### config.mk
export PLATFORM = sky130hd
export DESIGN_NAME = rf_dump_reader
export DESIGN_NICKNAME = d
export VERILOG_FILES = /design/src/rtl/rf_dump_reader.sv
export SDC_FILE = /design/constraint.sdc
export NUM_CORES = 1
export LEC_CHECK = 0
export CAP_MARGIN = 20
export CORE_UTILIZATION = 40
export DETAILED_ROUTE_END_ITERATION = 16
export PLACE_DENSITY = 0.76
export RECOVER_POWER = 25
export SYNTH_ARGS = -nofsm -noshare
export SYNTH_HDL_FRONTEND = slang
export SYNTH_SLANG_ARGS = --single-unit
### constraint.sdc
create_clock -name clock -period 2.5 [get_ports clock]
set_input_delay 0.5 -clock clock [delete_from_list [all_inputs] [get_ports clock]]
set_output_delay 0.5 -clock clock [all_outputs]
set_load 0.01 [all_outputs]
### src/rtl/rf_dump_reader.sv
// Streams register-file contents R0..NUM_REGS-1 to a valid/ready sink while stalling the core.
// Optional XOR checksum trailer word: define RF_DUMP_CHECKSUM_EN.
module rf_dump_reader #(
  parameter int NUM_REGS = 8,
  parameter int DATA_W   = 16,
  parameter int ADDR_W   = 3
) (
  input  logic              clock,
  input  logic              reset,
  input  logic              start,
  output logic [ADDR_W-1:0] rd_addr,
  input  logic [DATA_W-1:0] rd_data,
  output logic              cpu_stall,
  output logic              busy,
  output logic              out_valid,
  input  logic              out_ready,
  output logic [DATA_W-1:0] out_data,
  output logic [ADDR_W-1:0] out_idx,
  output logic              out_last,
  output logic              done
);

  localparam logic [ADDR_W-1:0] LAST_IDX = ADDR_W'(NUM_REGS - 1);

  typedef enum logic [2:0] {
    ST_IDLE = 3'd0,
    ST_LOAD = 3'd1,
    ST_SEND = 3'd2,
`ifdef RF_DUMP_CHECKSUM_EN
    ST_CSUM = 3'd4,
`endif
    ST_DONE = 3'd3
  } state_t;

  state_t            state_q, state_d;
  logic [ADDR_W-1:0] idx_q, idx_d;
  logic              out_valid_q, out_valid_d;
  logic [DATA_W-1:0] out_data_q, out_data_d;
  logic [ADDR_W-1:0] out_idx_q, out_idx_d;
  logic              out_last_q, out_last_d;
`ifdef RF_DUMP_CHECKSUM_EN
  logic [DATA_W-1:0] csum_q, csum_d;
`endif

  logic accept;
  assign accept = out_valid_q && out_ready;

  always_comb begin
    state_d     = state_q;
    idx_d       = idx_q;
    out_valid_d = out_valid_q;
    out_data_d  = out_data_q;
    out_idx_d   = out_idx_q;
    out_last_d  = out_last_q;
`ifdef RF_DUMP_CHECKSUM_EN
    csum_d      = csum_q;
`endif

    case (state_q)
      ST_IDLE: begin
        idx_d = '0;
`ifdef RF_DUMP_CHECKSUM_EN
        csum_d = '0;
`endif
        if (start) begin
          state_d = ST_LOAD;
        end
      end

      ST_LOAD: begin
        // rd_data is combinational for rd_addr == idx_q, so capture it now.
        out_data_d  = rd_data;
        out_idx_d   = idx_q;
`ifdef RF_DUMP_CHECKSUM_EN
        out_last_d  = 1'b0;
`else
        out_last_d  = (idx_q == LAST_IDX);
`endif
        out_valid_d = 1'b1;
        state_d     = ST_SEND;
      end

      ST_SEND: begin
        if (accept) begin
          out_valid_d = 1'b0;
`ifdef RF_DUMP_CHECKSUM_EN
          csum_d = csum_q ^ out_data_q;
`endif
          if (idx_q == LAST_IDX) begin
`ifdef RF_DUMP_CHECKSUM_EN
            // Trailer word carries the XOR of every register word, including this one.
            state_d     = ST_CSUM;
            out_data_d  = csum_q ^ out_data_q;
            out_idx_d   = '0;
            out_last_d  = 1'b1;
            out_valid_d = 1'b1;
`else
            state_d = ST_DONE;
`endif
          end else begin
            idx_d   = idx_q + ADDR_W'(1);
            state_d = ST_LOAD;
          end
        end
      end

`ifdef RF_DUMP_CHECKSUM_EN
      ST_CSUM: begin
        if (accept) begin
          out_valid_d = 1'b0;
          state_d     = ST_DONE;
        end
      end
`endif

      ST_DONE: begin
        idx_d   = '0;
        state_d = ST_IDLE;
      end

      default: begin
        state_d     = ST_IDLE;
        idx_d       = '0;
        out_valid_d = 1'b0;
      end
    endcase
  end

  always_ff @(posedge clock) begin
    if (reset) begin
      state_q     <= ST_IDLE;
      idx_q       <= '0;
      out_valid_q <= 1'b0;
      out_data_q  <= '0;
      out_idx_q   <= '0;
      out_last_q  <= 1'b0;
`ifdef RF_DUMP_CHECKSUM_EN
      csum_q      <= '0;
`endif
    end else begin
      state_q     <= state_d;
      idx_q       <= idx_d;
      out_valid_q <= out_valid_d;
      out_data_q  <= out_data_d;
      out_idx_q   <= out_idx_d;
      out_last_q  <= out_last_d;
`ifdef RF_DUMP_CHECKSUM_EN
      csum_q      <= csum_d;
`endif
    end
  end

  assign rd_addr   = idx_q;
  assign busy      = (state_q != ST_IDLE);
  assign cpu_stall = (state_q != ST_IDLE);
  assign done      = (state_q == ST_DONE);
  assign out_valid = out_valid_q;
  assign out_data  = out_data_q;
  assign out_idx   = out_idx_q;
  assign out_last  = out_last_q;

endmodule

Yosys cells after proc, flatten, opt, wreduce, memory -nomap -nowiden
Index checks and enable logic that the tools add are counted.
- multiplexer cells: 9
- reduce and logical (&&, ||, !) cells: 7
- equality and inequality tests: 7
- bitwise logic cells: 2
- add/subtract/negate cells: 1
- operator list (kind ; count):
    $mux 3 ; 4
    $pmux 3 s3 ; 1
    $eq 3x2->1 const B ; 2
    $ne 2x2->1 const B ; 3
    $pmux 3 s2 ; 1
    $reduce_and 2->1 ; 2
    $add 3x1->3 const B ; 1
    $eq 3x1->1 const B ; 1
    $eq 3x3->1 const B ; 1
    $logic_not 3->1 ; 1
    $pmux 1 s3 ; 1
    $reduce_and 3->1 ; 1
    $reduce_bool 3->1 ; 1
    $mux 2 ; 1
    $not 1->1 ; 2
    $reduce_or 2->1 ; 1
    $logic_and 1x1->1 ; 1
    $mux 1 ; 1
- input port bits: 20
- flip-flop bits (word level): 27
- output and inout port bits: 27
- word-level logic and storage cells: 32

Longest topological paths before layout
- depth after elaboration: 4
- depth in mapped cells: 6
- mapped depth without buffers: 5

Worst setup path after synthesis
OpenSTA, ideal clock, no wires.
- path kind: register -> register
- start: reg idx_q[0], in the netlist rd_addr[0]
- end: reg idx_q[1], in the netlist rd_addr[1]
- path slack: 0.977 ns
- clock period less this slack: 1.523 ns
- data required time: 2.435 ns
- stages on the path, launching flop included: 6
- setup time: 0.065 ns
- arrival: 1.458 ns
- path buffers: 0
- cell sequence: dfxtp_1 > ha_1 > ha_1 > and4bb_1 > mux2_2 > nor2_1
- word-level cells in the longest chain between the ends: 4
- elaborated cells between the ends (all ways): 7
- classes of those cells: add/sub: 1; eq/ne: 2; mux: 3; reduce/logical: 1
- ends and longest elaborated chain (item ; line ; source):
    from (decl) ; 36 ; logic [ADDR_W-1:0] idx_q, idx_d;
    from (signal assigned) ; 142 ; idx_q <= idx_d;
    $add 3x1->3 ; 101 ; idx_d = idx_q + ADDR_W'(1);
    $mux 3 ; 89 ; if (idx_q == LAST_IDX) begin
    $mux 3 ; 84 ; if (accept) begin
    $pmux 3 s2 ; 59 ; case (state_q)
Several ways; a longest one is shown, not always the timed one. The select of a mux whose other input is x is not followed.
A chain may end at the register's enable or synchronous reset.

Final worst setup path
- start: reg state_q[0]
- end: out busy
- word-level cells in the longest chain between the ends: 1
- ends and longest elaborated chain (item ; line ; source):
    from (decl) ; 35 ; state_t state_q, state_d;
    from (signal assigned) ; 141 ; state_q <= state_d;
    $reduce_bool 3->1 ; 154 ; assign busy = (state_q != ST_IDLE);
    to (decl) ; 14 ; output logic busy,
Every way passes these cells.

==> impl_metrics.yaml <==
die:
  die-area_sq_um: 2950
  die_w_um: 54.3
  die_y_um: 54.3
  ioPinCount: 47
  start_util_pct: 43.5
  row_count: 18
  coreArea_sq_um: 2520
sta:
  fmax_mhz: 473
  fin_crit_sh_pct: 84.7
  rsz0062_at_grt: "no"
  drv_slew: 0
  finalHoldViolations: 0
  relSlewSlack_pct: 51.8
  finalClockSkew_ps: 5.39
  fin_crit_ps: 2120
  setup_viol: 0
  worst_pin_slew_ps: 723
  fin_setup_tns_ps: 0
cts:
  cts_buffers: 3
  cts_sinks: 26
  clk_latency_ps: 310
  ctsHoldBuffers: 0
  path_clk_slew_ps: 140
  cts_tree: "built"
  cts_max_level: 1
  cts_root_buf: "clkbuf_4"
  cts_resized: 0
  cts_setup_buffers: 0
  clk_path_buf_depth: 2
critical_path:
  cp_max_fo: 4
  start_kind: "register"
  critPathCaptureType: "output pin"
  worstPathRequired_ps: 2000
  critical_path_class: "register to output pin"
  reg2reg_slack_ps: 640
  cp_data_arrival_time_ps: 1620
power_and_ir_drop:
  leakage_nw: 0.630
  power_density_nw_per_um2: 877
  power.total_mw: 1.42
  vdd_ir_drop_max_uv: 538
hold_path:
  hp-class: "register to register"
yosys:
  syn_avg_cell_area_sq_um: 9.79
  yosysTopAreaCell: "dfxtp_1"
  synth_top_area_share_pct: 47.5
  syn_nets: 138
  synth-seq-cells: 26
  ys_seq_area_share_pct: 47.5
  syn-cell-area_sq_um: 1100
  synthCells: 112
  ys_types: 18
  ys_warn_count: 0
  synthTopCellsByArea: "dfxtp_1 (47%), mux2i_1 (18%), nor2_1 (8.2%), ha_1 (6.8%), o21ai_0 (3.2%)"
placed_design:
  dp_hpwl_um: 1570
  port_buffers: 46
  routabilityCongestion: 0.714
layout:
  layout.nets: 183
  syn_to_final_growth_pct: 47.8
  antenna_cells: 0
  drive_gt1_share_pct: 4.49
detailed_routing:
  ant_nets: 0
  routedWlPerCell_um: 11.5
  via_per_inst: 4.92
  first_pass_iters: 2
  drc_errors: 0
  vias: 915
  routed_wl_um: 2130
  drt_iter0_markers: 11
grt:
  grt_pass1_wl_um: 3480
  grt_max_degree: 27
  grtUsageTotal_pct: 15.9
  grt_antenna_before_repair: 0
  grt_pass1_vias: 855
  grt_overflow: 0
run_status:
  status: "completed"
flow_run:
  cap_violations: 0
[power by group]
| part | total, mW | leakage (nW) | switching [mW] | internal (mW) |
|---|---|---|---|---|
| Combinational | 0.606 | 0.391 | 0.272 | 0.334 |
| Sequential | 0.537 | 0.212 | 0.0466 | 0.490 |
| Clock | 0.278 | 0.0279 | 0.116 | 0.162 |
| Total | 1.42 | 0.630 | 0.435 | 0.986 |
[cell usage in the layout (no fill, tap or decap)]
master / count
and4bb_1: 1
nor2_1: 24
clkdlybuf4s50_1: 46
mux2i_1: 20
mux2_2: 1
mux2_1: 2
or4_1: 2
inv_1: 4
clkbuf_4: 3
nand2_1: 2
buf_4: 1
bufinv_16: 1
clkbuf_2: 1
nand2b_1: 1
a21oi_1: 4
dfxtp_1: 26
a21boi_1: 1
o21ai_0: 7
ha_1: 6
nor2b_1: 3
[through the flow]
| step | cells | setup slack, ps | utilization (%) | area, sq um | hold WS [ps] |
|---|---|---|---|---|---|
| after detailed placement | 182 | 660 | 62.3 | 1570 | 485 |
| after global placement | 182 | 699 | 62.3 | 1570 | 471 |
| final | 186 | 384 | 64.2 | 1620 | 511 |
| after floorplan | 112 | 977 | - | 1100 | 483 |
| after global routing | 186 | 307 | 64.2 | 1620 | 543 |
| after CTS | 186 | 377 | 64.3 | 1620 | 520 |
[sequential cells by signal, summed over array words and instances, names as in the netlist]
name,count
out_idx,3
out_data,16
state_q,2
rd_addr,3
out_last,1
out_valid,1
[path summary, 6_finish.rpt]
| path | end | start | cells past startpoint |
|---|---|---|---|
| worst min register to register | out_last$_SDFFE_PP0P_ | out_last$_SDFFE_PP0P_ | 2 |
| worst max-delay path | busy | state_q[0]$_SDFFE_PP0P_ | 4 |
| worst max register to register | state_q[1]$_SDFFE_PP0P_ | state_q[1]$_SDFFE_PP0P_ | 6 |
| worst min-delay path | out_last$_SDFFE_PP0P_ | out_last$_SDFFE_PP0P_ | 2 |
[cells in the mapped netlist]
cell type,count
o21ai_0,7
ha_1,6
a21boi_1,1
mux2i_1,20
inv_1,4
buf_4,1
mux2_1,2
dfxtp_1,26
or4_1,2
buf_2,4
clkbuf_1,3
nand2b_1,1
nor2b_1,3
nor2_1,24
and4bb_1,1
mux2_2,1
nand2_1,2
a21oi_1,4
[per-layer routing]
| layer | GRT usage (%) | vias up | part of all wire (%) |
|---|---|---|---|
| li1 | - | 462 | - |
| met1 | 19.4 | 422 | 47 |
| met2 | 27.2 | 29 | 45 |
| met3 | 5.28 | 2 | 8.1 |
| met4 | 2.56 | 0 | 0.42 |
| met5 | 0 | - | 0 |
[cells by family after synthesis]
logic type	share of synthesized area, %
fa+ha+maj	6.85
mux	21.3
buf+inv	4.91
compound gates	5.71
flops	47.5
simple gates	13.7
[final cells by class]
type                       instances  area, sq um
tap                               30         37.5
clock buffer                       3         22.5
timing repair buffer              48          473
inverter                           4         15.0
multi-input combinational         74          522
sequential                        26          520
fill                             218          902
clock inverter                     1         30.0
[worst max-delay path, stage by stage, from the launching register on]
cell,delay [ps]
dfxtp_1,410
inv_1,80
ha_1,230
inv_1,70
clkdlybuf4s50_1,530
No activity file was read; power rests on OpenSTA's default activity.
